**src/rtl/dr_mem_ctrl_pkg.sv**
```systemverilog
// Shared types and rail helpers for the dual-rail memory controller.
// Optional code-error detection is built when DR_MEM_ERR_EN is defined.
package dr_pkg;

    typedef logic [1:0] dr_pair_t;

    localparam dr_pair_t DR_NULL = 2'b00;

    typedef enum logic [1:0] {
        IDLE   = 2'd0,
        RD_OUT = 2'd1,
        RTZ    = 2'd2
    } dr_state_t;

    function automatic dr_pair_t dr_encode(input logic b);
        return {b, ~b};
    endfunction

    function automatic logic dr_decode(input dr_pair_t p);
        return p[1];
    endfunction

endpackage

```
**src/rtl/dr_mem_ctrl_if.sv**
```systemverilog
// Dual-rail requester/consumer bus seen by the memory controller.
interface dr_mem_ctrl_if #(
    parameter int DATA_W = 8,
    parameter int ADDR_W = 4
);
    logic [2*ADDR_W-1:0] req_addr;
    logic [2*DATA_W-1:0] req_data;
    logic [1:0]          req_op;
    logic                req_ack;
    logic [2*DATA_W-1:0] rd_data;
    logic                rd_ack_in;
    logic                err;

    modport master (
        output req_addr, req_data, req_op, rd_ack_in,
        input  req_ack, rd_data, err
    );

    modport slave (
        input  req_addr, req_data, req_op, rd_ack_in,
        output req_ack, rd_data, err
    );
endinterface

```
**src/rtl/dr_mem_ctrl_completion_det.sv**
```systemverilog
// Completion / null / illegal-code detector for an N-pair dual-rail bus.
module dr_completion_det
    import dr_pkg::*;
#(
    parameter int N = 4
) (
    input  logic [2*N-1:0] bus,
    output logic           complete,
    output logic           is_null,
    output logic           illegal
);

    dr_pair_t pair_s;

    // Fold every rail pair into the three bus-wide flags
    always_comb begin
        complete = 1'b1;
        is_null  = 1'b1;
        illegal  = 1'b0;
        pair_s   = DR_NULL;
        for (int i = 0; i < N; i++) begin
            pair_s   = bus[2*i +: 2];
            complete = complete & (pair_s[1] ^ pair_s[0]);
            is_null  = is_null & (pair_s == DR_NULL);
            illegal  = illegal | (&pair_s);
        end
    end

endmodule

```
**src/rtl/dr_mem_ctrl.sv**
```systemverilog
// Clocked dual-rail memory with 4-phase return-to-zero handshake.
// Define DR_MEM_ERR_EN to build the sticky illegal-code flag.
module dr_mem_ctrl
    import dr_pkg::*;
#(
    parameter int DATA_W = 8,
    parameter int ADDR_W = 4,
    parameter int DEPTH  = 1 << ADDR_W
) (
    input  logic          clk,
    input  logic          rst,
    dr_mem_ctrl_if.slave  bus
);

    localparam logic [ADDR_W:0] DEPTH_L = (ADDR_W + 1)'(DEPTH);

    logic addr_complete_s, addr_null_s, addr_illegal_s;
    logic data_complete_s, data_null_s, data_illegal_s;
    logic op_write_s, op_read_s, op_illegal_s, illegal_s;
    logic req_complete_s, req_null_s, in_range_s, mem_we_s;
    logic [ADDR_W-1:0]   addr_bin_s;
    logic [DATA_W-1:0]   wr_word_s, rd_word_s;
    logic [2*DATA_W-1:0] rd_enc_s;
    logic [DATA_W-1:0]   mem_r [DEPTH];

    dr_state_t           state_r, state_s;
    logic                req_ack_r, req_ack_s;
    logic [2*DATA_W-1:0] rd_data_r, rd_data_s;

    dr_completion_det #(.N(ADDR_W)) u_addr_det (
        .bus      (bus.req_addr),
        .complete (addr_complete_s),
        .is_null  (addr_null_s),
        .illegal  (addr_illegal_s)
    );

    dr_completion_det #(.N(DATA_W)) u_data_det (
        .bus      (bus.req_data),
        .complete (data_complete_s),
        .is_null  (data_null_s),
        .illegal  (data_illegal_s)
    );

    assign op_write_s   = (bus.req_op == 2'b01);
    assign op_read_s    = (bus.req_op == 2'b10);
    assign op_illegal_s = (bus.req_op == 2'b11);
    // A both-rails-high code anywhere blocks the access, even on the unused data bus of a read
    assign illegal_s    = addr_illegal_s | data_illegal_s | op_illegal_s;
    assign req_complete_s = (op_write_s | op_read_s) & addr_complete_s
                          & (op_read_s | data_complete_s) & ~illegal_s;
    assign req_null_s   = addr_null_s & data_null_s & (bus.req_op == 2'b00);
    assign in_range_s   = ({1'b0, addr_bin_s} < DEPTH_L);

    // Rail decode of the request and encode of the stored word
    always_comb begin
        addr_bin_s = {ADDR_W{1'b0}};
        wr_word_s  = {DATA_W{1'b0}};
        rd_enc_s   = {2*DATA_W{1'b0}};
        for (int i = 0; i < ADDR_W; i++) begin
            addr_bin_s[i] = dr_decode(bus.req_addr[2*i +: 2]);
        end
        for (int i = 0; i < DATA_W; i++) begin
            wr_word_s[i] = dr_decode(bus.req_data[2*i +: 2]);
        end
        if (in_range_s) begin
            rd_word_s = mem_r[addr_bin_s];
        end else begin
            rd_word_s = {DATA_W{1'b0}};
        end
        for (int i = 0; i < DATA_W; i++) begin
            rd_enc_s[2*i +: 2] = dr_encode(rd_word_s[i]);
        end
    end

    // Storage write port; contents survive reset
    always_ff @(posedge clk) begin
        if (mem_we_s && !rst) begin
            mem_r[addr_bin_s] <= wr_word_s;
        end
    end

    // Handshake sequencing: next state and next registered outputs
    always_comb begin
        state_s   = state_r;
        req_ack_s = req_ack_r;
        rd_data_s = rd_data_r;
        mem_we_s  = 1'b0;
        case (state_r)
            IDLE: begin
                if (req_complete_s && op_write_s) begin
                    mem_we_s  = in_range_s;
                    req_ack_s = 1'b1;
                    state_s   = RTZ;
                end else if (req_complete_s && !bus.rd_ack_in) begin
                    rd_data_s = rd_enc_s;
                    state_s   = RD_OUT;
                end else begin
                    state_s   = IDLE;
                end
            end
            RD_OUT: begin
                if (bus.rd_ack_in) begin
                    rd_data_s = {2*DATA_W{1'b0}};
                    req_ack_s = 1'b1;
                    state_s   = RTZ;
                end else begin
                    state_s   = RD_OUT;
                end
            end
            RTZ: begin
                if (req_null_s && !bus.rd_ack_in) begin
                    req_ack_s = 1'b0;
                    state_s   = IDLE;
                end else begin
                    state_s   = RTZ;
                end
            end
            default: begin
                state_s   = IDLE;
                req_ack_s = 1'b0;
                rd_data_s = {2*DATA_W{1'b0}};
            end
        endcase
    end

    // State and handshake output registers
    always_ff @(posedge clk) begin
        if (rst) begin
            state_r   <= IDLE;
            req_ack_r <= 1'b0;
            rd_data_r <= {2*DATA_W{1'b0}};
        end else begin
            state_r   <= state_s;
            req_ack_r <= req_ack_s;
            rd_data_r <= rd_data_s;
        end
    end

    assign bus.req_ack = req_ack_r;
    assign bus.rd_data = rd_data_r;

`ifdef DR_MEM_ERR_EN
    logic err_r;

    // Sticky code-error flag, armed only while waiting for a request
    always_ff @(posedge clk) begin
        if (rst) begin
            err_r <= 1'b0;
        end else if (state_r == IDLE && illegal_s) begin
            err_r <= 1'b1;
        end else begin
            err_r <= err_r;
        end
    end

    assign bus.err = err_r;
`else
    assign bus.err = 1'b0;
`endif

endmodule

```
**src/flat_wrapper.sv**
```systemverilog
// flat-port wrapper written by rule: the top's interface ports become plain ports
module dr_mem_ctrl_flat import dr_pkg::*;
#(
    parameter int DATA_W = 8,
    parameter int ADDR_W = 4,
    parameter int DEPTH  = 1 << ADDR_W
)
  (clk, rst, bus_req_addr, bus_req_data, bus_req_op, bus_rd_ack_in, bus_req_ack, bus_rd_data, bus_err);
  dr_mem_ctrl_if #(.DATA_W(DATA_W), .ADDR_W(ADDR_W)) bus_i ();
  input  logic clk;
  input  logic rst;
  input wire logic [$bits(bus_i.req_addr)-1:0] bus_req_addr;
  input wire logic [$bits(bus_i.req_data)-1:0] bus_req_data;
  input wire logic [$bits(bus_i.req_op)-1:0] bus_req_op;
  input wire logic [$bits(bus_i.rd_ack_in)-1:0] bus_rd_ack_in;
  output wire logic [$bits(bus_i.req_ack)-1:0] bus_req_ack;
  output wire logic [$bits(bus_i.rd_data)-1:0] bus_rd_data;
  output wire logic [$bits(bus_i.err)-1:0] bus_err;
  assign bus_i.req_addr = bus_req_addr;
  assign bus_i.req_data = bus_req_data;
  assign bus_i.req_op = bus_req_op;
  assign bus_i.rd_ack_in = bus_rd_ack_in;
  assign bus_req_ack = bus_i.req_ack;
  assign bus_rd_data = bus_i.rd_data;
  assign bus_err = bus_i.err;
  dr_mem_ctrl #(.DATA_W(DATA_W), .ADDR_W(ADDR_W), .DEPTH(DEPTH)) u_core (.clk(clk), .rst(rst), .bus(bus_i));
endmodule
```
**config.mk**
```make
export PLATFORM = sky130hd
export DESIGN_NAME = dr_mem_ctrl_flat
export DESIGN_NICKNAME = d
export VERILOG_FILES = /design/src/rtl/dr_mem_ctrl_pkg.sv /design/src/rtl/dr_mem_ctrl_if.sv /design/src/rtl/dr_mem_ctrl_completion_det.sv /design/src/rtl/dr_mem_ctrl.sv /design/src/flat_wrapper.sv
export SDC_FILE = /design/constraint.sdc
export NUM_CORES = 1
export LEC_CHECK = 0
export BUFFER_PORTS_ARGS = -buffer_cell sky130_fd_sc_hd__buf_2
export CORE_MARGIN = 2
export CORE_UTILIZATION = 40
export CTS_BUF_LIST = sky130_fd_sc_hd__clkbuf_8
export CTS_CLUSTER_SIZE = 12
export DETAILED_ROUTE_END_ITERATION = 6
export PLACE_DENSITY = 0.68
export SLEW_MARGIN = 20
export SYNTH_ARGS = -nofsm -noshare
export SYNTH_HDL_FRONTEND = slang
export SYNTH_SLANG_ARGS = --single-unit
export TNS_END_PERCENT = 1
```
**constraint.sdc**
```tcl
create_clock -name clk -period 4.49 [get_ports clk]
set_clock_uncertainty 0.1 [all_clocks]
set_input_delay 0.2245 -clock clk [delete_from_list [all_inputs] [get_ports clk]]
set_output_delay 0.2245 -clock clk [all_outputs]
set_load 0.03 [all_outputs]
```
==> impl_metrics.toml <==
[run_status]
status = "finished, final reports clean"

[clocking]
cts_tree = "built"
clk_pin_slew_worst_paths_ns = 0.08
numCtsBuffers = 17
root_buffer = "clkbuf_8"
clock_path_buffers = 2
cts_sinks = 147
post-cts-setup-buffers = 0
cts-resized-gates = 0
holdBufCountCts = 1
cts_max_level = 4
clk_latency_ns = 0.44

[synth]
syn_area_um2 = 6200
synth_fp_nets = 410
synth_seq_cells = 147
synth-compound-area-share_pct = 6.05
ys_types = 36
synthCells = 353
synthMuxAreaShare_pct = 11.6
ys_seq_area_share_pct = 68.1
synthAdderAreaFrac_pct = 5.65
synth_edf_count = 128
synthFlopType = "edfxtp_1"
yosys.area_share.simple_pct = 5.81
synth_top_family_by_area = "multiplexers"
async_reset_ff_share_pct = 0
syn_avg_cell_area_um2 = 17.6
synth_xor_area_share_pct = 0
ys_warn_count = 0

[critical_path]
regToRegEndpoint = "u_core.mem_r[2][1]"
critPathKind = "in2reg"
cp.arrival_ns = 3.06
cp_max_fo = 40
rrSetupSlack_ns = 2.17
startpoint = "bus_req_addr[3]"
start_kind = "primary input"
r2r_cells = 6
end_kind = "flop"
crit_end = "u_core.mem_r[2][1]"
crit_required_ns = 4.46
r2r_start = "u_core.state_r[0]"

[finish]
syn_to_final_growth_pct = 14.2
n_antenna_cell = 0
fin_nets = 470
drive_above_1_share_pct = 31.5

[min_path]
hp-class = "in2reg"

[floorplan]
coreArea_um2 = 15200
die_x_um = 129
die_area_um2 = 16500
num_rows = 45
die_h_um = 129
boundaryPins = 47
initial_core_util_pct = 40.8

[placed_design]
port_buffers = 45
dp_slack_ns = 1.02
place.gp.congestion = 0.831
place_hpwl_um = 9110

[timing]
final.min_clock_period_ns = 3.09
fin_tns_setup_ns = 0
fin_crit_sh_pct = 68.7
setup-violations-final = 0
setup_ws_ns = 1.40
hold_viol_final = 0
max_freq_ghz = 0.324
relSlewSlack_pct = 38.2
rsz0062_at_grt = "no"
maxSlewViolCount = 0
tightest_slew_ns = 0.927

[global_route]
grt_pass1_wl_um = 20200
grt_pass1_vias = 3430
grt_max_degree = 41
grt_usage_pct = 16.9
antenna_found_initial = 0
gr-total-overflow = 0

[drt]
firstDrtPassIters = 7
wl_per_cell_um = 21.8
vias = 3412
wl_um = 13400
routed_via_density = 5.57
ant_nets = 0
drc = 0
initialDrtViolationCount = 287

[power_and_ir_drop]
leakage_nw = 2.54
p_per_area_nw_per_um2 = 382
peakVddDrop_v = 0.000198

[job]
drv_cap = 0
## layout by cell type (no fill, tap or decap), types with 16 or more instances in the layout
master	netlist	routed
mux4_2	32	32
nand2_1	18	18
clkbuf_8	0	17
inv_1	28	28
dfxtp_1	19	19
edfxtp_1	128	128
a22oi_1	16	16
nor2_1	20	20
ha_1	28	28
buf_2	4	45
## layer usage
layer / global-route usage [%] / part of all wire, %
met5: 0 / 0
met4: 5.18 / 1.7
met3: 4.37 / 7.9
met2: 27.0 / 47
met1: 22.9 / 44
## sequential cells by signal, indices dropped and copies added (netlist names)
name,flops
u_core.state_r,2
u_core.mem_r,128
u_core.bus.req_ack,1
u_core.bus.rd_data,16
## cell type report
| cell class | count | area (um2) |
|---|---|---|
| Fill cell | 1271 | 8120 |
| Timing Repair Buffer | 53 | 288 |
| Clock buffer | 17 | 234 |
| Sequential cell | 147 | 4220 |
| Tap cell | 188 | 235 |
| Inverter | 28 | 105 |
| Multi-Input combinational cell | 166 | 1820 |
| Clock inverter | 14 | 178 |
## cell usage after synthesis, types with 2 or more instances
library cell | instances | area (um2)
ha_1 | 28 | 350
nand4b_1 | 2 | 17.5
and4_4 | 2 | 22.5
nor3_1 | 6 | 30.0
a22o_1 | 8 | 70.1
o2bb2ai_2 | 8 | 120
dfxtp_1 | 19 | 380
nor4_1 | 5 | 31.3
buf_2 | 4 | 20.0
a22oi_1 | 16 | 120
edfxtp_1 | 128 | 3840
a21oi_1 | 2 | 10.0
mux4_2 | 32 | 721
nor2_1 | 20 | 75.1
inv_1 | 28 | 105
nand4_1 | 2 | 12.5
or4_4 | 3 | 33.8
nand2_1 | 18 | 67.6
clkbuf_1 | 5 | 18.8
## logic make-up after synthesis
kind of cell	count (synthesis)
AO/OA/AOI/OAI	40
adder cells (fa/ha/maj)	28
buffers and inverters	40
flip-flops	147
multiplexers	32
other	1
AND/OR/NAND/NOR	65
## worst min path at each step
stage / start / endpoint / slack [ns] / depth (start not counted)
after detailed placement: u_core.bus.rd_data[8] / u_core.bus.rd_data[8] / 0.36 / 1
final: bus_rd_ack_in / u_core.state_r[1] / 0.08 / 4
after global routing: bus_rd_ack_in / u_core.state_r[1] / 0.09 / 4
after floorplan: rst / u_core.bus.req_ack / 0.20 / 1
after CTS: bus_rd_ack_in / u_core.state_r[1] / 0.06 / 4
after global placement: u_core.bus.rd_data[14] / u_core.bus.rd_data[14] / 0.35 / 1
## worst max-delay path, stage by stage
cell and delay [ns]:
buf_2 0.69, inv_1 0.16, ha_1 0.32, and4b_2 0.25, nand4b_1 0.15, nor4_1 0.35, buf_4 0.21, nand2_1 0.12
nor2_1 0.57
## where the power goes
group	internal, mW	total (mW)	switching [mW]
logic	0.0580	0.160	0.102
clock network	0.554	1.06	0.508
registers	1.48	1.48	0.0000177
total	2.09	2.70	0.610
## stage by stage
| step | util (%) | cell area, um2 | hold WS [ns] | instances | power [mW] |
|---|---|---|---|---|---|
| CTS | 46.6 | 7080 | 0.0592 | 613 | 2.72 |
| global placement | 43.8 | 6660 | 0.354 | 581 | 1.67 |
| floorplan | - | 6200 | 0.197 | 353 | 1.60 |
| detailed placement | 43.8 | 6660 | 0.361 | 581 | 1.67 |
| finish | 46.6 | 7080 | 0.0794 | 613 | 2.70 |
| global route | 46.6 | 7080 | 0.0900 | 613 | 2.79 |
(Power assumes the default switching activity.)
